[src/rtl/dataout_display_ctrl.sv]
// dataout_display_ctrl: display-side stage between the core's 32-bit
// dataout export and the four seven-segment nibble decoders.
//
// Ports:
//   clk          in   1  CLOCK_50 domain
//   rst_n        in   1  synchronous, active-low reset
//   data_in      in  32  core dataout export
//   sel_raw      in   1  raw page switch, 1 = upper half-word
//   freeze_n_raw in   1  raw freeze pushbutton, pressed = 0
//   disp_nibbles out 16  [3:0] -> HEX0 ... [15:12] -> HEX3
//   page         out  1  current page, 1 = bits [31:16]
//   hold         out  1  capture frozen
//   changed      out  1  one-cycle pulse on a new captured value
//   flash        out  1  stretched change indicator for an LED
//
// Optional feature: define DISP_AUTO_PAGE_EN to turn sel=1 into an
// automatic page flip every AUTO_PAGE_CYCLES cycles.

module dataout_display_ctrl #(
  parameter int DEBOUNCE_CYCLES  = 500000,
  parameter int FLASH_CYCLES     = 12500000,
  parameter int AUTO_PAGE_CYCLES = 50000000
) (
  input  logic        clk,
  input  logic        rst_n,
  input  logic [31:0] data_in,
  input  logic        sel_raw,
  input  logic        freeze_n_raw,
  output logic [15:0] disp_nibbles,
  output logic        page,
  output logic        hold,
  output logic        changed,
  output logic        flash
);

  localparam int DBW = $clog2(DEBOUNCE_CYCLES + 1);
  localparam int FLW = $clog2(FLASH_CYCLES + 1);

  localparam logic [DBW-1:0] DB_LAST = DBW'(DEBOUNCE_CYCLES - 1);
  localparam logic [FLW-1:0] FL_LOAD = FLW'(FLASH_CYCLES);

  if (DEBOUNCE_CYCLES < 1 || FLASH_CYCLES < 1 ||
      AUTO_PAGE_CYCLES < 1) begin : g_bad_param
    $error("dataout_display_ctrl: cycle parameters must be >= 1");
  end

  // 2-flop synchronizers
  logic r_sel_s1;
  logic r_sel_s2;
  logic r_frz_s1;
  logic r_frz_s2;

  // debounced values and their stability counters
  logic           r_sel_db;
  logic [DBW-1:0] r_sel_cnt;
  logic           r_frz_db;
  logic           r_frz_db_d;
  logic [DBW-1:0] r_frz_cnt;

  // capture / display path
  logic [31:0]    r_cap;
  logic [15:0]    r_disp;
  logic           r_page;
  logic           r_hold;
  logic           r_changed;
  logic [FLW-1:0] r_fl_cnt;

  logic w_press;
  logic w_new;

  always_ff @(posedge clk) begin
    if (!rst_n) begin
      r_sel_s1 <= 1'b0;
      r_sel_s2 <= 1'b0;
      r_frz_s1 <= 1'b1;
      r_frz_s2 <= 1'b1;
    end else begin
      r_sel_s1 <= sel_raw;
      r_sel_s2 <= r_sel_s1;
      r_frz_s1 <= freeze_n_raw;
      r_frz_s2 <= r_frz_s1;
    end
  end

  // The counter only runs while the synchronized input disagrees with
  // the accepted value; any return to agreement restarts it, so a
  // glitch shorter than DEBOUNCE_CYCLES never gets through.
  always_ff @(posedge clk) begin
    if (!rst_n) begin
      r_sel_db  <= 1'b0;
      r_sel_cnt <= '0;
    end else if (r_sel_s2 == r_sel_db) begin
      r_sel_cnt <= '0;
    end else if (r_sel_cnt == DB_LAST) begin
      r_sel_db  <= r_sel_s2;
      r_sel_cnt <= '0;
    end else begin
      r_sel_cnt <= r_sel_cnt + DBW'(1);
    end
  end

  always_ff @(posedge clk) begin
    if (!rst_n) begin
      r_frz_db  <= 1'b1;
      r_frz_cnt <= '0;
    end else if (r_frz_s2 == r_frz_db) begin
      r_frz_cnt <= '0;
    end else if (r_frz_cnt == DB_LAST) begin
      r_frz_db  <= r_frz_s2;
      r_frz_cnt <= '0;
    end else begin
      r_frz_cnt <= r_frz_cnt + DBW'(1);
    end
  end

  // falling edge of the debounced active-low button is a press
  assign w_press = r_frz_db_d & ~r_frz_db;

  always_ff @(posedge clk) begin
    if (!rst_n) begin
      r_frz_db_d <= 1'b1;
      r_hold     <= 1'b0;
    end else begin
      r_frz_db_d <= r_frz_db;
      if (w_press) begin
        r_hold <= ~r_hold;
      end
    end
  end

  assign w_new = ~r_hold & (data_in != r_cap);

  always_ff @(posedge clk) begin
    if (!rst_n) begin
      r_cap     <= '0;
      r_changed <= 1'b0;
    end else begin
      r_changed <= w_new;
      if (!r_hold) begin
        r_cap <= data_in;
      end
    end
  end

  // retriggerable: each change reloads rather than extends
  always_ff @(posedge clk) begin
    if (!rst_n) begin
      r_fl_cnt <= '0;
    end else if (w_new) begin
      r_fl_cnt <= FL_LOAD;
    end else if (r_fl_cnt != '0) begin
      r_fl_cnt <= r_fl_cnt - FLW'(1);
    end
  end

`ifdef DISP_AUTO_PAGE_EN
  localparam int APW = $clog2(AUTO_PAGE_CYCLES + 1);
  localparam logic [APW-1:0] AP_LAST = APW'(AUTO_PAGE_CYCLES - 1);

  logic           r_auto;
  logic [APW-1:0] r_dwell;

  // sel=1 means auto mode; the first cycle in it shows the upper page
  always_ff @(posedge clk) begin
    if (!rst_n) begin
      r_page  <= 1'b0;
      r_auto  <= 1'b0;
      r_dwell <= '0;
    end else if (!r_sel_db) begin
      r_page  <= 1'b0;
      r_auto  <= 1'b0;
      r_dwell <= '0;
    end else if (!r_auto) begin
      r_page  <= 1'b1;
      r_auto  <= 1'b1;
      r_dwell <= '0;
    end else if (r_dwell == AP_LAST) begin
      r_page  <= ~r_page;
      r_dwell <= '0;
    end else begin
      r_dwell <= r_dwell + APW'(1);
    end
  end
`else
  always_ff @(posedge clk) begin
    if (!rst_n) begin
      r_page <= 1'b0;
    end else begin
      r_page <= r_sel_db;
    end
  end
`endif

  always_ff @(posedge clk) begin
    if (!rst_n) begin
      r_disp <= '0;
    end else begin
      r_disp <= r_page ? r_cap[31:16] : r_cap[15:0];
    end
  end

  assign disp_nibbles = r_disp;
  assign page         = r_page;
  assign hold         = r_hold;
  assign changed      = r_changed;
  assign flash        = (r_fl_cnt != '0);

endmodule

[config.mk]
export PLATFORM = sky130hd
export DESIGN_NAME = dataout_display_ctrl
export DESIGN_NICKNAME = d
export VERILOG_FILES = /design/src/rtl/dataout_display_ctrl.sv
export SDC_FILE = /design/constraint.sdc
export NUM_CORES = 1
export LEC_CHECK = 0
export ABC_AREA = 1
export CORE_MARGIN = 3
export CORE_UTILIZATION = 59
export CTS_BUF_LIST = sky130_fd_sc_hd__clkbuf_4
export DETAILED_ROUTE_END_ITERATION = 7
export PLACE_DENSITY_LB_ADDON = 0.12
export SETUP_SLACK_MARGIN = 0.3
export SLEW_MARGIN = 5
export SYNTH_ARGS = -nofsm -noshare
export SYNTH_HDL_FRONTEND = slang
export SYNTH_SLANG_ARGS = --single-unit
[constraint.sdc]
create_clock -name clk -period 2.1 [get_ports clk]
set_input_delay 0.42 -clock clk [delete_from_list [all_inputs] [get_ports clk]]
set_output_delay 0.42 -clock clk [all_outputs]
set_load 0.01 [all_outputs]
After elaboration in Yosys (flattened, before gate mapping)
Cells that the tools add are included.
- flip-flop bits (word level): 120
- bits in latches: 0
- RAM bits: 0
- memory bits (read-only): 0
- bits of input ports: 36
- output and inout port bits: 20
- word-level logic and storage cells: 41
- memories kept: 0
- $add $sub $neg: 3
- multiply operators: 0
- div/mod/pow operators: 0
- magnitude comparators: 0
- eq/ne operators: 5
- shift-type cells: 0
- multiplexer cells: 3
- bitwise operators: 7
- reduce and logical (&&, ||, !) cells: 7
- operators by type and width (operator ; number):
    2-to-1 mux 24 bit ; 2
    adder 19 x 1 -> 19 bit, second input constant ; 2
    == test 19 bit, second input constant ; 2
    != test 32 bit ; 1
    nonzero test 24 bit ; 1
    subtractor 24 x 1 -> 24 bit, second input constant ; 1
    2-to-1 mux 16 bit ; 1
    OR reduction 3 bit ; 2
    inverter 1 bit ; 5
    AND reduction 2 bit ; 2
    AND 1 bit ; 2
    == test 1 bit ; 2
    nonzero test 2 bit ; 1
    OR reduction 2 bit ; 1

Logic depth before layout (Yosys ltp)
- depth in word-level cells: 3
- mapped depth: 12
- mapped depth without buffers: 11

Worst setup path before layout
OpenSTA, ideal clock, no wires.
- path kind: reg2reg
- from: register r_frz_cnt[0]
- to: register r_frz_cnt[12]
- setup time: 122 ps
- arrival time: 1394 ps
- required time: 1978 ps
- slack: 584 ps
- stages on the path, launching flop included: 10
- buffers on the path: 1
- clock period less this slack: 1516 ps
- path through: dfxtp_1 -> ha_1 -> nand2_1 -> nor2_2 -> nand4_2 -> nor3_4 -> nor2_4 -> inv_4 -> buf_12 -> a21oi_2
- cells in the longest elaborated chain, start to end: 2
- elaborated cells between the ends (all ways): 3
- classes of those cells: add/sub: 1; eq/ne: 1; reduce/logical: 1
- RTL lines (what ; line ; RTL):
    from (decl) ; 58 ; logic [DBW-1:0] r_frz_cnt;
    from (signal assigned) ; 112 ; r_frz_cnt <= r_frz_cnt + DBW'(1);
    parallel branches: the longest is 2 deep, another holds adder 19 x 1 -> 19 bit ; -- ;
Several ways; the timed one is not identified.
A chain may end at the register's enable or synchronous reset.

Worst setup path after layout
- from: register r_fl_cnt[6]
- to: output port flash
- cells in the longest elaborated chain, start to end: 1
- RTL lines (what ; line ; RTL):
    from (decl) ; 66 ; logic [FLW-1:0] r_fl_cnt;
    from (signal assigned) ; 152 ; r_fl_cnt <= r_fl_cnt - FLW'(1);
    nonzero test 24 bit ; 206 ; assign flash = (r_fl_cnt != '0);
    to (decl) ; 33 ; output logic flash
Every way passes these cells.

==> results.cfg <==
[pwr]
finalPower_mw = 4.45
p_comb_frac = 0.081
p_per_area_nw_per_um2 = 657
power_switching_mw = 1.11
irDropWorstVdd_mv = 0.509
clkPwrFrac = 0.381
swShare = 0.249
p_int_mw = 3.34
p_leak_nw = 2.97
power_frac_seq = 0.538

[yosys]
yosysUniqueCellTypes = 38
ys_warn_count = 0
syn_nets = 851
synth-edff-count = 0
seq_area_frac_synth = 0.419
syn_inst = 811
syn_area_per_cell_um2 = 7.06
syn_area_um2 = 5730
synth_ff_type = dfxtp_1
synthArstFlopShare = 0
ys_seq_elements = 120

[sta]
slew_headroom = 0.696
final-hold-violation-count = 0
clock_skew_ns = 0.0169
tightest_slew_ns = 0.456
max_clock_freq_mhz = 488
drv_slew = 0
rsz0062_at_grt = yes
fin_crit_ns = 2.05
finalSetupTns_ns = 0
fin_crit_sh = 0.975
setup_viol = 0

[clock_network]
clkTransAtPathRegs_ns = 0.11
root_buffer = clkbuf_4
worst_skew_pair.late_latency_ns = 0.52
cts_tree = done
clock_sinks = 120
htree_levels = 4
numCtsBuffers = 17
postCtsHoldBufs = 0
clock_path_buffers = 2

[detailed_routing]
vias_per_cell = 5.19
drt-initial-drc-count = 265
vias = 5281
wl_um = 12800
firstDrtPassIters = 4
ant_nets = 0
drc = 0
post_drt_wl_per_cell_um = 12.6

[setup_path]
crit_path_end_kind = output port
worst_ep_arrival_time_ns = 1.63
path_max_fanout = 4
critPathKind = flip-flop to output port
cp-start-kind = flip-flop
required_ns = 1.68

[worst_hold_path]
hp-class = input pin to flip-flop

[global_route]
use_met3 = 0.0611
grt_max_degree = 57
grt_usage = 0.238
met2_usage = 0.411
grt_pass1_vias = 5031
overflow = 0
antenna_found_initial = 0
grt.busiest_layer = met2
grt_pass1_wl_um = 21700
grt_use_met1 = 0.288

[placement]
numPortBuffers = 55
gp_congestion = 0.862
dp_hpwl_um = 8930

[finish]
syn_to_final_growth_pct = 18.2
finalNetCount = 916
final_cell_mix = 150 x nor2_1, 137 x nand2_1, 111 x dfxtp_1
fillers = 782
antennaDiodeCount = 0
mostFrequentLayoutCell = nor2_1
drive_gt1_frac = 0.115

[run]
drv_cap = 0

[floorplan]
num_rows = 35
die_area_um2 = 10900
die_w_um = 105
design.core.area_um2 = 9330
die_h_um = 105
pin_count = 56
initial_core_util = 0.614

[status]
status = completed
-- flip-flops by register name, indices dropped and copies added, names as in the netlist --
name	flops
r_frz_cnt	19
r_sel_cnt	19
r_frz_db	1
r_fl_cnt	24
r_sel_s1	1
disp_nibbles	16
page	1
changed	1
r_sel_db	1
r_frz_s1	1
r_cap	32
r_sel_s2	1
r_frz_s2	1
r_frz_db_d	1
hold	1
-- critical path: stages (launching register included) --
cell,delay (ns)
dfxtp_2,0.37
nor2_2,0.16
nand2_2,0.13
nor4_2,0.16
nand4_1,0.14
buf_2,0.16
-- per-stage QoR --
step / area, µm² / instances / hold WS (ns) / utilization / setup slack [ns]
after global placement: 6410 / 982 / 0.397 / 0.687 / 0.0213
after CTS: 6720 / 1016 / 0.201 / 0.720 / 0.0206
after floorplan: 5730 / 811 / 0.390 / - / 0.584
after detailed placement: 6410 / 982 / 0.398 / 0.687 / -0.0390
final: 6770 / 1018 / 0.235 / 0.726 / 0.0515
after global routing: 6770 / 1018 / 0.215 / 0.726 / -0.0461
-- logic make-up after synthesis --
group	count (synthesis)	synth area share
and+or+nand+nor	404	0.313
buffers and inverters	122	0.0852
DFF	120	0.419
AOI/OAI and AO/OA	116	0.105
xor gates and xnor gates	45	0.0688
adders and majority gates	4	0.00874
-- layer usage --
metal  wire [µm]  up-vias
met2        6250      156
met5           0        -
met3         726       17
li1            -     2697
met1        5620     2411
met4         202        0
-- final timing paths --
| check | slack (ns) | cells after the start | endpoint | startpoint |
|---|---|---|---|---|
| setup reg to reg | 0.40 | 11 | r_fl_cnt[16] | r_fl_cnt[0] |
| hold reg to reg | 0.43 | 1 | r_frz_s2 | r_frz_s1 |
| setup / recovery | 0.05 | 5 | flash | r_fl_cnt[6] |
| hold / removal | 0.23 | 3 | r_fl_cnt[20] | rst_n |
-- power groups by stage --
stage	clock [mW]	combinational [mW]	sequential (mW)
floorplan	0	0.204	2.44
global placement	0	0.351	2.44
detailed placement	0	0.359	2.44
CTS	1.73	0.355	2.39
global route	1.82	0.400	2.40
finish	1.70	0.359	2.39
-- synth_stat cells (6+ instances only) --
cell type | n | area [µm²]
o21ai_0 | 74 | 370
inv_1 | 96 | 360
nand2_1 | 139 | 522
a21oi_1 | 30 | 150
xnor2_1 | 27 | 236
buf_2 | 6 | 30.0
xor2_1 | 18 | 158
nor2_2 | 14 | 87.6
nand3_1 | 42 | 210
nor2_1 | 156 | 586
dfxtp_1 | 120 | 2400
clkbuf_1 | 15 | 56.3
nor3_1 | 18 | 90.1
nand4_1 | 10 | 62.6
-- timing repair --
item                                    CTS  global route
endpoints found under the setup margin   20            41
gates resized for setup                  36            14
buffers inserted                          2             2
pin swaps                                 5             4
-- layout make-up --
cell class | instances | area (µm²) | area share
well taps | 129 | 161 | 0.0238
multi-input cells | 569 | 2890 | 0.427
flip-flops and latches | 120 | 2420 | 0.357
clock buffers | 18 | 135 | 0.0200
inverters | 99 | 377 | 0.0556
clock inverters | 14 | 158 | 0.0233
repair buffers | 69 | 634 | 0.0937
(Power assumes the default switching activity.)
